--- src/rtl/bank_read_sequencer.sv ---
// Byte-read sequencer for one 32-bit SRAM bank feeding the byte-select mux.
// Optional WORD_REUSE_EN: strobe the SRAM only when the word address changes.
module bank_read_sequencer #(
    parameter int ADDR_W   = 10,
    parameter int SRAM_LAT = 1
) (
    input  logic              clk,
    input  logic              rst,
    input  logic              req_valid,
    output logic              req_ready,
    input  logic [ADDR_W-1:0] req_addr,
    input  logic [3:0]        req_len,
    output logic              sram_csb,
    output logic [ADDR_W-3:0] sram_addr,
    output logic              read_enable,
    output logic [1:0]        byte_sel,
    output logic              byte_last,
    output logic              busy,
    output logic              done
);

    typedef enum logic [1:0] {IDLE, ISSUE, DRAIN} state_t;

    typedef struct packed {
        logic       v;
        logic [1:0] sel;
        logic       last;
    } lane_t;

    localparam logic [ADDR_W-1:0] PTR_ONE = 1;

    state_t            state, state_nxt;
    logic [ADDR_W-1:0] ptr, ptr_nxt;
    logic [ADDR_W-3:0] ptr_word;
    logic [ADDR_W-3:0] addr_nxt;
    logic [3:0]        cnt, cnt_nxt;
    logic              csb_nxt;
    logic              done_nxt;
    lane_t             iss, iss_nxt;
    lane_t             pipe [1:SRAM_LAT];

    assign ptr_word = ptr[ADDR_W-1:2];

    // iss mirrors the strobe cycle; pipe delays it by the SRAM latency
    assign read_enable = pipe[SRAM_LAT].v;
    assign byte_sel    = pipe[SRAM_LAT].sel;
    assign byte_last   = pipe[SRAM_LAT].last;

    always_comb begin
        state_nxt = state;
        ptr_nxt   = ptr;
        cnt_nxt   = cnt;
        addr_nxt  = sram_addr;
        csb_nxt   = 1'b1;
        iss_nxt   = '0;
        done_nxt  = 1'b0;
        unique case (state)
            IDLE: begin
                if (req_valid) begin
                    state_nxt = ISSUE;
                    ptr_nxt   = req_addr + PTR_ONE;
                    cnt_nxt   = req_len;
                    addr_nxt  = req_addr[ADDR_W-1:2];
                    csb_nxt   = 1'b0;
                    iss_nxt   = '{v: 1'b1, sel: req_addr[1:0],
                                  last: (req_len == 4'd0)};
                end
            end
            ISSUE: begin
                // cnt counts bytes still to strobe after the current one
                if (cnt != 4'd0) begin
                    ptr_nxt  = ptr + PTR_ONE;
                    cnt_nxt  = cnt - 4'd1;
                    addr_nxt = ptr_word;
`ifdef WORD_REUSE_EN
                    csb_nxt  = (ptr_word == sram_addr);
`else
                    csb_nxt  = 1'b0;
`endif
                    iss_nxt  = '{v: 1'b1, sel: ptr[1:0],
                                 last: (cnt == 4'd1)};
                end else begin
                    state_nxt = DRAIN;
                end
            end
            DRAIN: begin
                if (read_enable && byte_last) begin
                    state_nxt = IDLE;
                    done_nxt  = 1'b1;
                end
            end
            default: state_nxt = IDLE;
        endcase
    end

    always_ff @(posedge clk) begin
        if (rst) begin
            state     <= IDLE;
            ptr       <= '0;
            cnt       <= '0;
            sram_addr <= '0;
            sram_csb  <= 1'b1;
            iss       <= '0;
            done      <= 1'b0;
            req_ready <= 1'b1;
            busy      <= 1'b0;
            for (int i = 1; i <= SRAM_LAT; i++) pipe[i] <= '0;
        end else begin
            state     <= state_nxt;
            ptr       <= ptr_nxt;
            cnt       <= cnt_nxt;
            sram_addr <= addr_nxt;
            sram_csb  <= csb_nxt;
            iss       <= iss_nxt;
            done      <= done_nxt;
            req_ready <= (state_nxt == IDLE);
            busy      <= (state_nxt != IDLE);
            pipe[1]   <= iss;
            for (int i = 2; i <= SRAM_LAT; i++) pipe[i] <= pipe[i-1];
        end
    end

endmodule
--- config.mk ---
export PLATFORM = sky130hd
export DESIGN_NAME = bank_read_sequencer
export DESIGN_NICKNAME = d
export VERILOG_FILES = /design/src/rtl/bank_read_sequencer.sv
export SDC_FILE = /design/constraint.sdc
export NUM_CORES = 1
export LEC_CHECK = 0
export CORE_ASPECT_RATIO = 0.75
export CORE_MARGIN = 2
export CORE_UTILIZATION = 40
export CTS_BUF_LIST = sky130_fd_sc_hd__clkbuf_8
export DETAILED_ROUTE_END_ITERATION = 10
export PLACE_DENSITY = 0.66
export SYNTH_ARGS = -nofsm -noshare
export SYNTH_HDL_FRONTEND = slang
export SYNTH_SLANG_ARGS = --single-unit
export TNS_END_PERCENT = 1
--- constraint.sdc ---
create_clock -name clk -period 2.2 [get_ports clk]
set_input_delay 0.22 -clock clk [delete_from_list [all_inputs] [get_ports clk]]
set_output_delay 0.22 -clock clk [all_outputs]
set_load 0.005 [all_outputs]
# [Word-level counts from Yosys, hierarchy flattened]
# Memory sizes are Yosys's and may differ from the RTL's.
# Cells that the tools add are included.
[classes] addsub=3 eq_ne=5 muxes=24 bitwise_logic=2 n_reduce_logical=9
[ops] cell="$add 10x1->10 const B" count=2
[ops] cell="$mux 10" count=2
[ops] cell="$mux 4" count=5
[ops] cell="$pmux 10 s2" count=1
[ops] cell="$mux 8" count=2
[ops] cell="$pmux 4 s2" count=2
[ops] cell="$pmux 8 s2" count=1
[ops] cell="$mux 1" count=6
[ops] cell="$mux 2" count=3
[ops] cell="$pmux 2 s3" count=1
[ops] cell="$eq 4x1->1 const B" count=1
[ops] cell="$logic_not 2->1" count=2
[ops] cell="$logic_not 4->1" count=1
[ops] cell="$ne 2x2->1 const B" count=2
[ops] cell="$reduce_bool 2->1" count=2
[ops] cell="$reduce_bool 4->1" count=1
[ops] cell="$sub 4x1->4 const B" count=1
[ops] cell="$reduce_and 3->1" count=1
[ops] cell="$eq 2x1->1 const B" count=1
[ops] cell="$eq 2x2->1 const B" count=1
[ops] cell="$pmux 1 s2" count=1
[ops] cell="$reduce_or 2->1" count=1
[ops] cell="$logic_and 1x1->1" count=1
[ops] cell="$not 1->1" count=1
[ops] cell="$or 1x1->1" count=1
[word_totals] ff_bits=32 ram_bits=4 output_inout_bits=16 elab_cells=55 memories=1
[mem_list] memory="pipe" depth=1 word_bits=4 read_ports=1 rd_clocked_by_memory_dff=0 write_ports=1 line_no="40" source="lane_t pipe [1:SRAM_LAT];"

# [Logic depth before layout (Yosys ltp)]
[logic_depth] word_depth=4 mapped_depth=12 ltp_nobuf=9

# [Worst setup path after synthesis]
# No wires, ideal clock.
[synth_timing] path_kind="register to register" startpoint="reg state[1]" endpoint="reg ptr[8]" setup_ps=133 arrival_time_ps=2162 t_required_ps=2067 slack_ps=-94 stages_incl_launch_ff=13 n_path_buf=3 period_less_slack_ps=2294 path_cell_list="dfxtp_1 > nand2b_4 > buf_6 > buf_2 > buf_2 > mux2i_1 > inv_1 > ha_1 > and4_1 > and3_1 > a21oi_1 > nand3b_1 > a31oi_1"
[synth_via] elab_chain_len=3
[synth_rtl] item="from (decl)" line_no="32" source="state_t state, state_nxt;"
[synth_rtl] item="from (signal assigned)" line_no="109" source="state <= state_nxt;"
[synth_rtl] item="$eq 2x1->1 or $logic_not 2->1 (tied branches)" line_no="57" source="unique case (state)"
[synth_rtl] item="$ne 2x2->1 (no source line) or $reduce_bool 2->1 (tied branches)"
[synth_rtl] item="$reduce_and 3->1 (no source line)"
[synth_rtl] item="to (signal assigned)" line_no="110" source="ptr <= ptr_nxt;"
[synth_rtl] item="to (decl)" line_no="33" source="logic [ADDR_W-1:0] ptr, ptr_nxt;"
# Several ways; a longest one is shown, not always the timed one.
# A chain may end at the register's enable or synchronous reset.

# [Final worst setup path]
[layout_timing] startpoint="reg state[0]" endpoint="reg ptr[9]"
# Same word-level chain as after synthesis.

==> impl_metrics.yaml <==
timing:
  fin_crit_sh: 0.933
  rsz0062_at_grt: "false"
  setup_slack_ns: 0.147
  setup_viol: 0
  clock_skew_ns: 0.00762
  finalMaxSlewViolations: 0
  finalHoldViolCount: 0
  fin_crit_ns: 2.05
  finalSetupTns_ns: 0
  maxSlewHeadroom: 0.709
  fmax_ghz: 0.487
  worstMarginPinSlew_ns: 0.424
final_layout:
  multi_input_area_um2: 968
  nFillCells: 429
  num_antenna_cells: 0
  layout.nets: 274
  seqCellArea_um2: 721
  drive_above_1_share: 0.129
  fin_cells: 312
  synthToLayoutAreaGrowth_pct: 32.1
yosys:
  synth_area_um2: 1790
  synth-seq-area-share: 0.404
  yosys_warnings: 0
  synth.top_cell.area_share: 0.404
  synth_edf_count: 0
  synth.distinct_cells: 45
  ys_ff_latch: 36
  yosysTopAreaCell: "dfxtp_1"
  synth_area_leaders: "dfxtp_1, nand2_1, mux2i_1, a21oi_1, nor2_1"
  avgSynthCellArea_um2: 8.42
  synthesis.nets: 232
  dominantRegCellSynth: "dfxtp_1"
  synth.most_common_cell: "dfxtp_1"
  async_flop_share: 0
  syn_inst: 212
  synth.top_cells.by_count: "dfxtp_1, nand2_1, nor2_1"
worst_setup_path:
  crit_path_end_kind: "flop"
  reg2reg_depth: 7
  critPathRequiredTime_ns: 2.38
  crit_fanout: 9
  r2r_setup_slack_ns: 0.15
  critPathKind: "flop to flop"
  crit_arrival_ns: 2.23
  crit_path_end: "ptr[9]"
  cp-startpoint: "state[0]"
  r2r_start: "state[0]"
  start_kind: "flop"
  r2r_end: "ptr[9]"
place:
  port_buffers: 32
  place_hpwl_um: 3070
  finalWeightedCongestion: 0.832
  dpl.cell_count: 301
  place_ws_ns: 0.116
route:
  via_per_inst: 5.28
  first_pass_iters: 4
  ant_nets: 0
  vias: 1648
  wl_per_cell_um: 14.1
  routed_wl_um: 4400
  drc: 0
  drt_iter0_markers: 129
floorplan:
  pin_count: 33
  start_util: 0.407
  fp.dieW_um: 81.1
  rows: 21
  die-area_um2: 5020
  die_y_um: 61.9
  coreArea_um2: 4390
outcome:
  status: "finished, final reports clean"
global_route:
  track_usage: 0.180
  antenna_found_initial: 0
  grt_start_max_net_pins: 25
  grt_pass1_vias: 1416
  grt_pass1_wl_um: 6810
  globalRouteOverflowTotal: 0
flow_run:
  maxCapViolCount: 0
clock_network:
  cts_max_level: 2
  cts_buffers: 5
  clock_sink_count: 36
  cts_tree: "built"
  cts_hold_buf: 0
  clk_pin_slew_worst_paths_ns: 0.08
  clk_latency_ns: 0.29
  clockBufferDepth: 2
  cts-root-buf: "clkbuf_8"
worst_hold_path:
  min_path_type: "flop to flop"
power:
  pwr_density_cell_nw_per_um2: 960
  p_leak_nw: 0.941
  irDropWorstVdd_uv: 417
  total_power_mw: 2.26
-- power by group --
group          internal, mW  switching (mW)  total [mW]  leakage (nW)
sequential            0.773          0.0912       0.865         0.297
clock                 0.332           0.248       0.580        0.0593
combinational         0.404           0.415       0.819         0.585
-- flip-flops by register name, summed over array words and instances, names as in the netlist --
| name | cells |
|---|---|
| ptr | 10 |
| sram_addr | 8 |
| cnt | 4 |
| iss | 4 |
| pipe | 4 |
| state | 2 |
| busy | 1 |
| done | 1 |
| req_ready | 1 |
| sram_csb | 1 |
-- area by class of cell --
| cell class | count | area share |
|---|---|---|
| repair buffers | 49 | 0.195 |
| multi-input cells | 154 | 0.411 |
| clock inverters | 3 | 0.0164 |
| clock buffers | 5 | 0.0292 |
| flip-flops and latches | 36 | 0.306 |
| inverters | 8 | 0.0127 |
| well taps | 57 | 0.0302 |
-- stage by stage --
step | area (um2) | util | hold WS [ns]
2_1_floorplan | 1790 | - | 0.382
3_3_place_gp | 2220 | 0.507 | 0.422
3_5_place_dp | 2220 | 0.507 | 0.430
4_1_cts | 2330 | 0.532 | 0.449
5_1_grt | 2360 | 0.537 | 0.459
6_report | 2360 | 0.537 | 0.442
-- critical path: stages, from the launching register on --
cell and delay (ns):
dfxtp_1 0.39, nand2b_4 0.13, buf_4 0.19, buf_4 0.17, or3_4 0.40, a2111oi_4 0.33, a211oi_1 0.13, a41o_1 0.22
-- cells in the final DEF (no fill, tap or decap), types with 6 or more instances in the layout --
master	n
buf_4	16
and3_1	7
a31oi_1	6
o21ai_0	9
clkdlybuf4s50_1	32
inv_1	9
nor2_1	17
a211oi_1	7
nand3_1	8
dfxtp_1	36
a21oi_1	13
nand2_1	27
nor2b_1	7
-- logic make-up (layout without fill, tap and decap cells) --
group / count (synthesis) / count (layout) / share of synthesized area
xor gates and xnor gates: 2 / 2 / 0.00981
adders and majority gates: 3 / 3 / 0.0210
and+or+nand+nor: 88 / 88 / 0.256
buffers and inverters: 22 / 65 / 0.0582
DFF: 36 / 36 / 0.404
AOI/OAI and AO/OA: 54 / 54 / 0.212
muxes: 7 / 7 / 0.0392
-- layer usage --
metal	vias to the layer above	track usage	routed length [um]
met1	766	0.265	2280
met5	-	0	0
met2	37	0.254	1860
li1	843	-	-
met3	2	0.0462	233
met4	0	0.0630	21
-- what timing repair did --
action                                  CTS  global route
endpoints found under the setup margin    0             2
endpoints found under the hold margin     0             0
buffers inserted                          0             3
resized for setup                         0             1
-- worst min path at each step --
stage | startpoint | cells after the start | endpoint | slack, ns
6_report | iss[1] | 1 | pipe[1][1] | 0.44
5_1_grt | iss[0] | 1 | pipe[1][0] | 0.46
4_1_cts | iss[2] | 1 | pipe[1][2] | 0.45
3_5_place_dp | iss[2] | 1 | pipe[1][2] | 0.43
3_3_place_gp | iss[1] | 1 | pipe[1][1] | 0.42
2_1_floorplan | req_addr[6] | 2 | sram_addr[4] | 0.38
(Power assumes the default switching activity.)
